==> src/rtl/oifs_tx_scheduler.sv <==
// Two-requester scheduler for the shared opto-isolated fast-serial TX interface:
// one-word holding register per channel, fixed-priority A with a B starvation limit, and the bit-rate tick.
module oifs_tx_scheduler #(
  parameter int DATA_W    = 8,
  parameter int TICK_DIV  = 4,
  parameter int MAX_BURST = 4
) (
  input  logic              i_clk,
  input  logic              i_arst,
  input  logic              i_en,
  input  logic              i_a_valid,
  input  logic [DATA_W-1:0] i_a_data,
  output logic              o_a_ready,
  input  logic              i_b_valid,
  input  logic [DATA_W-1:0] i_b_data,
  output logic              o_b_ready,
  output logic              o_valid,
  output logic [DATA_W-1:0] o_data,
  output logic              o_channel,
  input  logic              i_ready,
  output logic              o_tick
);

  localparam int BURST_W = $clog2(MAX_BURST + 1);
  localparam int TICK_W  = $clog2(TICK_DIV);
  localparam logic [BURST_W-1:0] BURST_MAX = BURST_W'(MAX_BURST);
  localparam logic [TICK_W-1:0]  TICK_LAST = TICK_W'(TICK_DIV - 1);

  // Consecutive-A count only ever needs to reach the limit, so it sticks there.
  function automatic logic [BURST_W-1:0] burst_sat_inc(input logic [BURST_W-1:0] cnt);
    return (cnt == BURST_MAX) ? BURST_MAX : cnt + BURST_W'(1);
  endfunction

  logic              a_full_q, a_full_d;
  logic              b_full_q, b_full_d;
  logic [DATA_W-1:0] a_data_q, a_data_d;
  logic [DATA_W-1:0] b_data_q, b_data_d;
  logic              valid_q, valid_d;
  logic [DATA_W-1:0] data_q, data_d;
  logic              chan_q, chan_d;
  logic [BURST_W-1:0] burst_q, burst_d;
  logic [TICK_W-1:0]  tick_cnt_q, tick_cnt_d;

  logic a_capture, b_capture, free, load, grant_b;

  always_comb begin
    a_capture = i_a_valid & ~a_full_q;
    b_capture = i_b_valid & ~b_full_q;
    free      = ~valid_q | i_ready;
    load      = free & (a_full_q | b_full_q);
    grant_b   = b_full_q & (~a_full_q | (burst_q == BURST_MAX));

    a_full_d = a_full_q;
    b_full_d = b_full_q;
    a_data_d = a_data_q;
    b_data_d = b_data_q;
    valid_d  = valid_q;
    data_d   = data_q;
    chan_d   = chan_q;
    burst_d  = burst_q;

    // A holding reg is only captured when empty and only drained when full,
    // so capture and drain never collide on the same edge.
    if (a_capture) begin
      a_full_d = 1'b1;
      a_data_d = i_a_data;
    end
    if (b_capture) begin
      b_full_d = 1'b1;
      b_data_d = i_b_data;
    end

    if (load) begin
      valid_d = 1'b1;
      if (grant_b) begin
        data_d   = b_data_q;
        chan_d   = 1'b1;
        b_full_d = 1'b0;
        burst_d  = '0;
      end else begin
        data_d   = a_data_q;
        chan_d   = 1'b0;
        a_full_d = 1'b0;
        burst_d  = b_full_q ? burst_sat_inc(burst_q) : '0;
      end
    end else if (free) begin
      valid_d = 1'b0;
    end

    if (!i_en) begin
      tick_cnt_d = '0;
    end else if (tick_cnt_q == TICK_LAST) begin
      tick_cnt_d = '0;
    end else begin
      tick_cnt_d = tick_cnt_q + TICK_W'(1);
    end
  end

  always_ff @(posedge i_clk or posedge i_arst) begin
    if (i_arst) begin
      a_full_q   <= 1'b0;
      b_full_q   <= 1'b0;
      valid_q    <= 1'b0;
      data_q     <= '0;
      chan_q     <= 1'b0;
      burst_q    <= '0;
      tick_cnt_q <= '0;
    end else begin
      a_full_q   <= a_full_d;
      b_full_q   <= b_full_d;
      valid_q    <= valid_d;
      data_q     <= data_d;
      chan_q     <= chan_d;
      burst_q    <= burst_d;
      tick_cnt_q <= tick_cnt_d;
    end
  end

  // Holding payloads are qualified by the full flags, so they need no reset.
  always_ff @(posedge i_clk) begin
    a_data_q <= a_data_d;
    b_data_q <= b_data_d;
  end

  assign o_a_ready = ~a_full_q;
  assign o_b_ready = ~b_full_q;
  assign o_valid   = valid_q;
  assign o_data    = data_q;
  assign o_channel = chan_q;
  assign o_tick    = i_en & (tick_cnt_q == TICK_LAST);

endmodule

==> config.mk <==
export PLATFORM = sky130hd
export DESIGN_NAME = oifs_tx_scheduler
export DESIGN_NICKNAME = d
export VERILOG_FILES = /design/src/rtl/oifs_tx_scheduler.sv
export SDC_FILE = /design/constraint.sdc
export NUM_CORES = 1
export LEC_CHECK = 0
export CELL_PAD_IN_SITES_DETAIL_PLACEMENT = 1
export CELL_PAD_IN_SITES_GLOBAL_PLACEMENT = 2
export CORE_MARGIN = 3
export CORE_UTILIZATION = 33
export CTS_BUF_LIST = sky130_fd_sc_hd__clkbuf_4
export DETAILED_ROUTE_END_ITERATION = 7
export PLACE_DENSITY_LB_ADDON = 0.1
export SLEW_MARGIN = 25
export SYNTH_ARGS = -nofsm -noshare
export SYNTH_HDL_FRONTEND = slang
export SYNTH_SLANG_ARGS = --single-unit
==> constraint.sdc <==
create_clock -name i_clk -period 2.2 [get_ports i_clk]
set_clock_uncertainty 0.1 [all_clocks]
set_input_delay 0.44 -clock i_clk [delete_from_list [all_inputs] [get_ports i_clk]]
set_output_delay 0.44 -clock i_clk [all_outputs]
set_load 0.05 [all_outputs]
### Word level (Yosys, flattened, before mapping)

Index checks and enable logic that the tools add are counted.

* register bits: 33
* input bits: 22
* word-level logic and storage cells: 40

* add/subtract/negate cells: 2
* equal/unequal tests: 2
* mux-type cells: 15
* bitwise logic cells: 11
* reductions and logical operators: 1

Operator list (count)
* $mux W1: 9
* $mux W3: 3
* $mux W8: 1
* $and A1 B1 Y1: 5
* $mux W2: 2
* $add A3 B1 Y3 const B: 1
* $eq A3 B3 Y1 const B: 1
* $not A1 Y1: 3
* $or A1 B1 Y1: 3
* $add A2 B1 Y2 const B: 1
* $eq A2 B2 Y1 const B: 1
* $reduce_bool A2 Y1: 1

### Logic depth before layout (Yosys ltp)

* word-level depth: 5
* depth in mapped cells: 6
* mapped depth without buffers: 5

### Worst setup path after synthesis

OpenSTA, ideal clock, no wires.

* path type: register to register
* start point: register valid_q (netlist: o_valid)
* end point: register data_q[0] (netlist: o_data[0])
* data arrival time: 1398 ps
* required time: 1974 ps
* slack: 576 ps
* cell stages (with the launch flop): 5
* period minus slack after synthesis: 1624 ps
* cell sequence: dfrtp_1 -> nand2b_1 -> and3_1 -> buf_6 -> a221o_1

* word-level cells in the longest chain between the ends: 3

RTL lines
* from (decl): line 38 `logic valid_q, valid_d;`
* from (signal assigned): line 111 `valid_q <= valid_d;`
* $not A1 Y1: line 49 `free = ~valid_q | i_ready;`
* $or A1 B1 Y1: line 49
* $and A1 B1 Y1: line 50 `load = free & (a_full_q | b_full_q);`
* to (signal assigned): line 112 `data_q <= data_d;`
* to (decl): line 39 `logic [DATA_W-1:0] data_q, data_d;`

No other way between the ends.
A chain may end at the register's enable or synchronous reset.

### Final worst setup path

* start point: register data_q[0] (netlist: o_data[0])
* end point: output o_data[0]

RTL lines
* to (decl): line 18 `output logic [DATA_W-1:0] o_data,`

No word-level cell between the ends.

==> results.md <==
* Min cycle time layout at 2080 ps
* Simple-gate area share of the yosys netlist at 0.119
* Post-Synth XOR/XNOR Area at 0
* CP cell instances: clkdlybuf4s50_1
* Layout area overhead at 33.6%
* Synth cell count leaders: dfrtp_1, edfxtp_1, a21boi_0, a221o_1, inv_1
* Drt first pass iters at 4
* CP delay by family, top: buffers and inverters
* Largest family of logic cells by synthesized area: compound AO/OA/AOI/OAI gates
* Crit Path Class: register to output pin
* Register area share after synthesis at 0.678
* Setup bufs post-CTS at 0
* Synth async-reset ratio at 0.515
* Seq pwr share at 0.402
* Count leader, synth: dfrtp_1
* WL per Instance at 16.0 um
* RSZ-0062 raised after global routing: false
* Initial core utilization at 0.354
* Max Cap Violations at 0
* Final core utilization at 0.473
* Synth top area cells: edfxtp_1, dfrtp_1, a221o_1
* DIE HEIGHT at 69.6 um
* DIE AREA at 4850 sq um
* DP Cell Count at 173
* CTS sink count at 33
* Synth top area share at 0.360
* I/O pins at 35
* Tot Pwr at 2.40 mW
* CP Capture Type: output pin
* Hold/Removal Path Class: register to register
* Compound-Gate Fraction of Synth Area at 0.137
* Status: complete, no violations
* Adder-Cell Fraction of Synth Area at 0.0281
* Num CTS Buffers at 5
* Die X at 69.6 um
* Worst Path Max Fanout at 2
* H-tree levels at 2
* Max-slew violation count at 0
* Slowest-stage cell, CP: clkdlybuf4s50_1
* Final period util at 0.945
* Worst path max stage delay at 810 ps
* # port buffers at 34
* Synth Register Bits at 33
* Slew HR at 0.564
* P_int at 1.40 mW
* Reg clk slew, reported paths at 100 ps
* ANT nets after route at 0
* Max Root-Sink Buffers at 2
* Synth area leader: edfxtp_1
* Post-Synthesis Cells at 93
* DRC Markers at 0
* Fmax at 481 MHz
* CTS tree: yes
* VDD IR-drop max at 0.479 mV
* Share of cells above drive strength 1 at 0.128
* Antenna violations before repair at 0
* Largest net degree at the start of global routing at 18
* Nets at 157
* Post-synthesis mux area share at 0
* Cell area after synthesis at 1340 sq um
* Wirelength, routed at 2.89 mm
* Switching Share at 0.418
* Syn Nets at 118
* First-pass GRT wire length at 4.79 mm
* Pwr/cell area at 1340 nW/um^2
* Sw Pwr at 1.00 mW
* Grt ovf at 0
* Initial DRC Count at 27
* Post-synth EDFFs at 16
* Core box area at 3770 sq um
* Sum Neg Setup Slack at 0 ps
* Vias in the first global route at 990
* Worst-Margin Slew at 653 ps
* Worst path required time at 1660 ps
* Clk root buf: clkbuf_4
* Vias per cell at 4.92
* Startpoint Class: register
* Cts repair resizes at 0
* Primary FF master, synth: dfrtp_1
* Netlist cell types at 30
* Clock Power Share at 0.144
* Row count at 22
* Post-DP HPWL at 2.14 mm
* Hold buffer count at CTS at 0
* Vias at 890
* Fin cells at 181
* Total GRT Usage at 0.131
* P_leak at 0.711 nW
* Hold Fails Final Rpt at 0
* Crit path buffers/inverters at 1
* Post-Syn Area per Cell at 14.4 sq um
* ANT cells at 0
* Placer congestion estimate at 0.685
* Clock Latency Late Sink at 330 ps
* Yosys warnings at 0
* CP arrival at 1540 ps
* Combinational share of power at 0.454
* Endpoints failing setup at 0
-- cell families (layout without fill, tap and decap cells) --
logic type | Yosys count | count (layout)
AO/OA/AOI/OAI | 23 | 23
AND/OR/NAND/NOR | 24 | 24
flip-flops | 33 | 33
adder cells (fa/ha/maj) | 3 | 3
buffers and inverters | 10 | 50
-- per-layer routing --
| metal | track usage | wire length (um) | share of wire |
|---|---|---|---|
| met5 | 0 | 0 | 0 |
| met4 | 0.0702 | 49 | 0.017 |
| met3 | 0.0522 | 178 | 0.062 |
| met2 | 0.213 | 1450 | 0.50 |
| met1 | 0.146 | 1210 | 0.42 |
-- metrics by stage --
stage | worst slack, ps | instance area, sq um | hold WS [ps]
after floorplan | 576 | 1340 | 266
after global placement | 314 | 1730 | 324
after detailed placement | 261 | 1730 | 357
after CTS | 78.2 | 1790 | 372
after global routing | 60.9 | 1790 | 386
final | 121 | 1790 | 366
-- placed cells by master, fill, tap and decap left out, types with 2 or more instances in the layout --
cell,count
a31oi_1,2
nor2_1,4
and2_1,3
edfxtp_1,16
nand4_1,3
ha_1,3
inv_1,6
nand3_1,2
o21ai_0,2
a21boi_0,6
o21ai_1,2
a221o_1,6
buf_4,4
a21oi_1,2
clkbuf_4,7
nand3b_1,2
and2b_1,2
clkdlybuf4s50_1,31
dfrtp_1,17
-- final timing paths --
check                              startpoint             to  slack (ps)  depth (start not counted)
worst max-delay path                o_data[0]      o_data[0]         120                          1
worst min-delay path            tick_cnt_q[0]  tick_cnt_q[0]         370                          1
worst max register to register     burst_q[0]      o_data[1]         530                          5
worst min register to register  tick_cnt_q[0]  tick_cnt_q[0]         370                          1
max in group asynchronous              i_arst       b_full_q        1180                          2
min in group asynchronous              i_arst     burst_q[2]         400                          2
-- layout make-up --
| cell class | instances | area (sq um) |
|---|---|---|
| fillers | 384 | 1990 |
| inverters | 6 | 22.5 |
| multi-input cells | 50 | 379 |
| well taps | 48 | 60.1 |
| clock inverters | 1 | 5.00 |
| flip-flops and latches | 33 | 906 |
| repair buffers | 36 | 360 |
| clock buffers | 7 | 52.6 |
-- power groups by stage --
stage                     Combinational [mW]  Sequential [mW]  Clock [mW]
after global routing                    1.17            0.992       0.404
after global placement                  1.08            0.979           0
after floorplan                        0.504             1.23           0
final                                   1.09            0.966       0.346
after CTS                               1.11            0.972       0.371
after detailed placement                1.11            0.984           0
-- state kept, by name, summed over array words and instances (netlist names) --
register and cells:
a_data_q 8, o_channel 1, o_data 8, o_valid 1, b_data_q 8, a_full_q 1, burst_q 3, tick_cnt_q 2
b_full_q 1
Note: power is estimated with default switching activity, not from simulation.
==> RTL edit 1, RTL diff (same settings) <==
Set the parameter `DATA_W` to 6 (it was 8).
--- a/src/rtl/oifs_tx_scheduler.sv
+++ b/src/rtl/oifs_tx_scheduler.sv
@@ -3,3 +3,3 @@
 module oifs_tx_scheduler #(
-  parameter int DATA_W    = 8,
+  parameter int DATA_W    = 6,
   parameter int TICK_DIV  = 4,
Interface: changed (resized i_a_data, i_b_data and o_data); port bits go from 35 to 29. The function was not compared with the original's and may differ.
==> RTL edit 1 against the unedited design <==
- routed wire length fell by 18%
- combinational power fell by 21%
- register-to-register slack improved by 0.04 ns
- non-clock buffer count decreased by 6
- utilization decreased by 0.16 points
- critical path type unchanged
- area after synthesis fell by 16%
- sequential cell count shrank 6
- power is 21% lower
- cell area is 17% lower
- final cell count down 13%
- worst setup slack worse by 0.025 ns
- critical endpoint is now o_valid
- highest routed layer unchanged
==> RTL edit 1: results (changes against the unedited design) <==
* Crit path DAT at 1.56 ns (+0.02 ns)
* Multi-input gate count at 45 (-10%)
* Largest net degree at the start of global routing at 17 (-1)
* Internal power at 1.07 mW (-24%)
* Inverters excl. clock at 8 (+2)
* Grt met3 use at 0.0492 (-0.00296)
* Signal buf overhead at 0.202 (about the same)
* Fill count at 340 (-11%)
* DR vias/cell at 4.67 (-5.0%)
* First-pass GRT wire length at 4210 um (-12%)
* Worst-Margin Slew at 0.566 ns (-0.0871 ns)
* Seq. cell area at 736 um^2 (-19%)
* Setup crit start: o_valid$_DFFE_PP0P_
* Count leader, synth: dfrtp_1
* Synth Area in Compound Gates at 0.147 (+0.0108)
* Commonest cells in the netlist: 15 x dfrtp_1, 12 x edfxtp_1, 9 x nand2_1
* Sequential cell area fraction in the yosys report at 0.657 (-0.0209)
* Post-synth cell types at 24 (-20%)
* Seq_cells at 27 (-18%)
* Buffers, non-clock at 30 (-17%)
* Area contributors post-synth: dfrtp_1 34%, edfxtp_1 32%, a221o_1 5.4%
* Vias in the first global route at 861 (-13%)
* Met2 wire len at 1160 um (-20%)
* Critical path destination: o_valid
* P_comb at 0.858 mW (-21%)
* Synthesized Nets at 103 (-13%)
* Met3 WL post-DR at 137 um (-23%)
* Layout clock area frac at 0.0193 (-0.0129)
* Placer Congestion at 0.716 (+4.4%)
* Hold_ws at 0.330 ns (-0.0358 ns)
* Overall routed net length at 2370 um (-18%)
* Multi-input combinational area share at 0.227 (+0.0147)
* Nets at 136 (-13%)
* Crit path max fanout at 3 (+1)
* Synth Area in Adders at 0.0335 (+0.00543)
* Clock Buffer Count at 3 (-4)
* Worst hold path class: input port to async pin
* First-pass iteration count of the detailed router at 3 (-1)
* Iter 0 DRT Violations at 19 (-30%)
* FFs w/ async S/R, synth at 0.556 (+0.0404)
* Worst path max stage delay at 0.82 ns
* CTS clk-pin slew, worst paths at 0.16 ns (+0.06 ns)
* Port Buffers at 28 (-18%)
* EDFF count, synth at 12 (-4)
* Overall Global Routing Usage at 0.133 (+0.00269)
* Grt met1 use at 0.171 (+0.0248)
* Clock power share at 0.120 (-0.024)
* Share of layout cells above drive strength 1 at 0.123 (-0.00501)
* Outcome: completed
* Max IR drop VDD at 0.000594 V (+24%)
* GRT met2 Usage at 0.218 (+0.00486)
* Met1 Wirelength at 1050 um (-14%)
==> RTL edit 1: cell count changes after synthesis, sizes merged, moves of 3 or more <==
cell	unedited run	this run
and2b	3	0
nor2b	0	3
nand4	3	0
edfxtp	16	12
nor3	0	6
nand2	1	9
a21boi	7	1
==> RTL edit 1: stage by stage <==
stage	area, um^2	instances	total power, mW	worst slack [ns]
after detailed placement	1460	154	1.68	0.307
after global routing	1490	158	2.02	0.0319
after CTS	1490	158	1.91	0.0926
final	1490	158	1.89	0.0962
after floorplan	1120	82	1.38	0.614
after global placement	1460	154	1.67	0.354
==> RTL edit 1: worst reg2reg max path, delay by kind of cell, from the launching register on <==
kind | cells | cell delay (ns)
AO/OA/AOI/OAI | 2 | 0.58
adder cells (fa/ha/maj) | 1 | 0.27
buffers and inverters | 1 | 0.06
flip-flops | 1 | 0.42
AND/OR/NAND/NOR | 1 | 0.11
==> RTL edit 2, RTL diff (config.mk and constraints unchanged) <==
Without the edit above. Make the reset (`i_arst`) synchronous in one clocked block.
--- a/src/rtl/oifs_tx_scheduler.sv
+++ b/src/rtl/oifs_tx_scheduler.sv
@@ -98,3 +98,3 @@
 
-  always_ff @(posedge i_clk or posedge i_arst) begin
+  always_ff @(posedge i_clk) begin
     if (i_arst) begin
Behaviour: differs if i_arst is asserted again (counterexample within 4 cycles, from zero or initial values and one cycle with i_arst high); with i_arst held inactive, the same outputs for 10 cycles.
==> RTL edit 2 against the unedited design <==
- worst setup slack better by 0.033 ns
- critical path type unchanged
- die area shrank 0.95%
- area after synthesis shrank 1.0%
- largest cell class unchanged
- sequential cell count unchanged
- synthesized cell count increased by 20%
- cell area grew 0.63%
- routed wire length increased by 3.7%
Power is not compared: it rests on default switching activity, and its combinational part moved more than twofold at a synthesized area within 25%.
==> RTL edit 2: results (changes against the unedited design) <==
* Hold Path End: tick_cnt_q[0]$_SDFF_PP0_
* Port Buffers at 34 (unchanged)
* Wire length per cell at 15.1 um (-5.2%)
* Sequential cell area fraction in the yosys report at 0.621 (-0.0573)
* HPWL reported at the end of detailed placement at 2120 um (-1.0%)
* FFs w/ async S/R, synth at 0 (-0.515)
* Fill count at 404 (+5.2%)
* Synthesized Nets at 137 (+16%)
* Place WS at 0.167 ns (-0.0941 ns)
* Vias in the first global route at 1040 (+5.1%)
* Iter 0 DRT Violations at 75 (+180%)
* Share of layout cells above drive strength 1 at 0.120 (-0.00782)
* Reg2Reg Depth at 3 (-2)
* DR vias/cell at 5.21 (+5.9%)
* ANT cells at 0 (unchanged)
* Outcome: completed
* FF-to-FF setup slack at 0.67 ns (+0.14 ns)
* Largest net degree at the start of global routing at 24 (+6)
* Ys flop type: dfxtp_1
* Setup crit start: o_data[1]$_SDFFE_PP0P_
* Crit path DAT at 1.51 ns (-0.03 ns)
* First-pass GRT wire length at 5080 um (+6.1%)
* Reg-to-Reg Start: o_valid$_SDFFE_PP0P_
* Post-synth cell types at 28 (-6.7%)
* Overall Global Routing Usage at 0.134 (+0.00343)
* Area contributors post-synth: edfxtp_1 36%, dfxtp_1 26%, nand4_1 8.5%
* Worst-Margin Slew at 0.738 ns (+0.0850 ns)
* Worst hold start: tick_cnt_q[0]$_SDFF_PP0_
[RTL edit 2: cell count changes after synthesis, sizes merged, moves of 6 or more]
cell,unedited run,this run
nand4,3,18
o21ai,4,11
dfrtp,17,0
a21boi,7,0
dfxtp,0,17
a31oi,2,8
a221o,6,0
[RTL edit 2: worst max-delay path by stage]
stage,endpoint,slack [ns],depth (start not counted)
floorplan,o_data[2]$_SDFFE_PP0P_,0.74,4
global placement,o_data[3]$_SDFFE_PP0P_,0.19,4
detailed placement,o_data[2]$_SDFFE_PP0P_,0.17,4
CTS,o_data[1],0.13,1
global route,o_data[1],0.07,1
finish,o_data[1],0.15,1
[RTL edit 2: metrics by stage]
step / hold slack (ns) / util / cell area (um^2) / power [mW] / cells
6_report: 0.350 / 0.476 / 1800 / 1.42 / 198
4_1_cts: 0.358 / 0.476 / 1800 / 1.44 / 198
3_3_place_gp: 0.314 / 0.456 / 1720 / 0.977 / 190
2_1_floorplan: 0.307 / - / 1320 / 0.875 / 112
5_1_grt: 0.373 / 0.476 / 1800 / 1.49 / 198
3_5_place_dp: 0.344 / 0.456 / 1720 / 0.981 / 190
[RTL edit 2: where the power goes]
group | internal [mW] | switching [mW]
registers | 0.689 | 0.0211
logic | 0.101 | 0.152
clock network | 0.249 | 0.204
total | 1.04 | 0.377
[RTL edit 2: logic make-up (layout without fill, tap and decap cells)]
family,Yosys count,in the layout,synth area share
flops,33,33,0.621
simple gates,34,34,0.167
compound gates,28,28,0.130
buf+inv,14,52,0.0549
fa+ha+maj,3,3,0.0284
[RTL edit 2: final cells by class]
cell class	instances	area share
multi-input cells	65	0.239
clock buffers	6	0.0251
well taps	48	0.0334
inverters	4	0.00836
clock inverters	2	0.0188
flip-flops and latches	33	0.457
repair buffers	40	0.219
[RTL edit 2: layer usage]
layer | vias to the layer above | global-route usage | part of all wire
li1 | 505 | - | -
met1 | 486 | 0.177 | 0.45
met2 | 33 | 0.196 | 0.47
met3 | 7 | 0.0362 | 0.051
met4 | 0 | 0.0781 | 0.025
met5 | - | 0 | 0
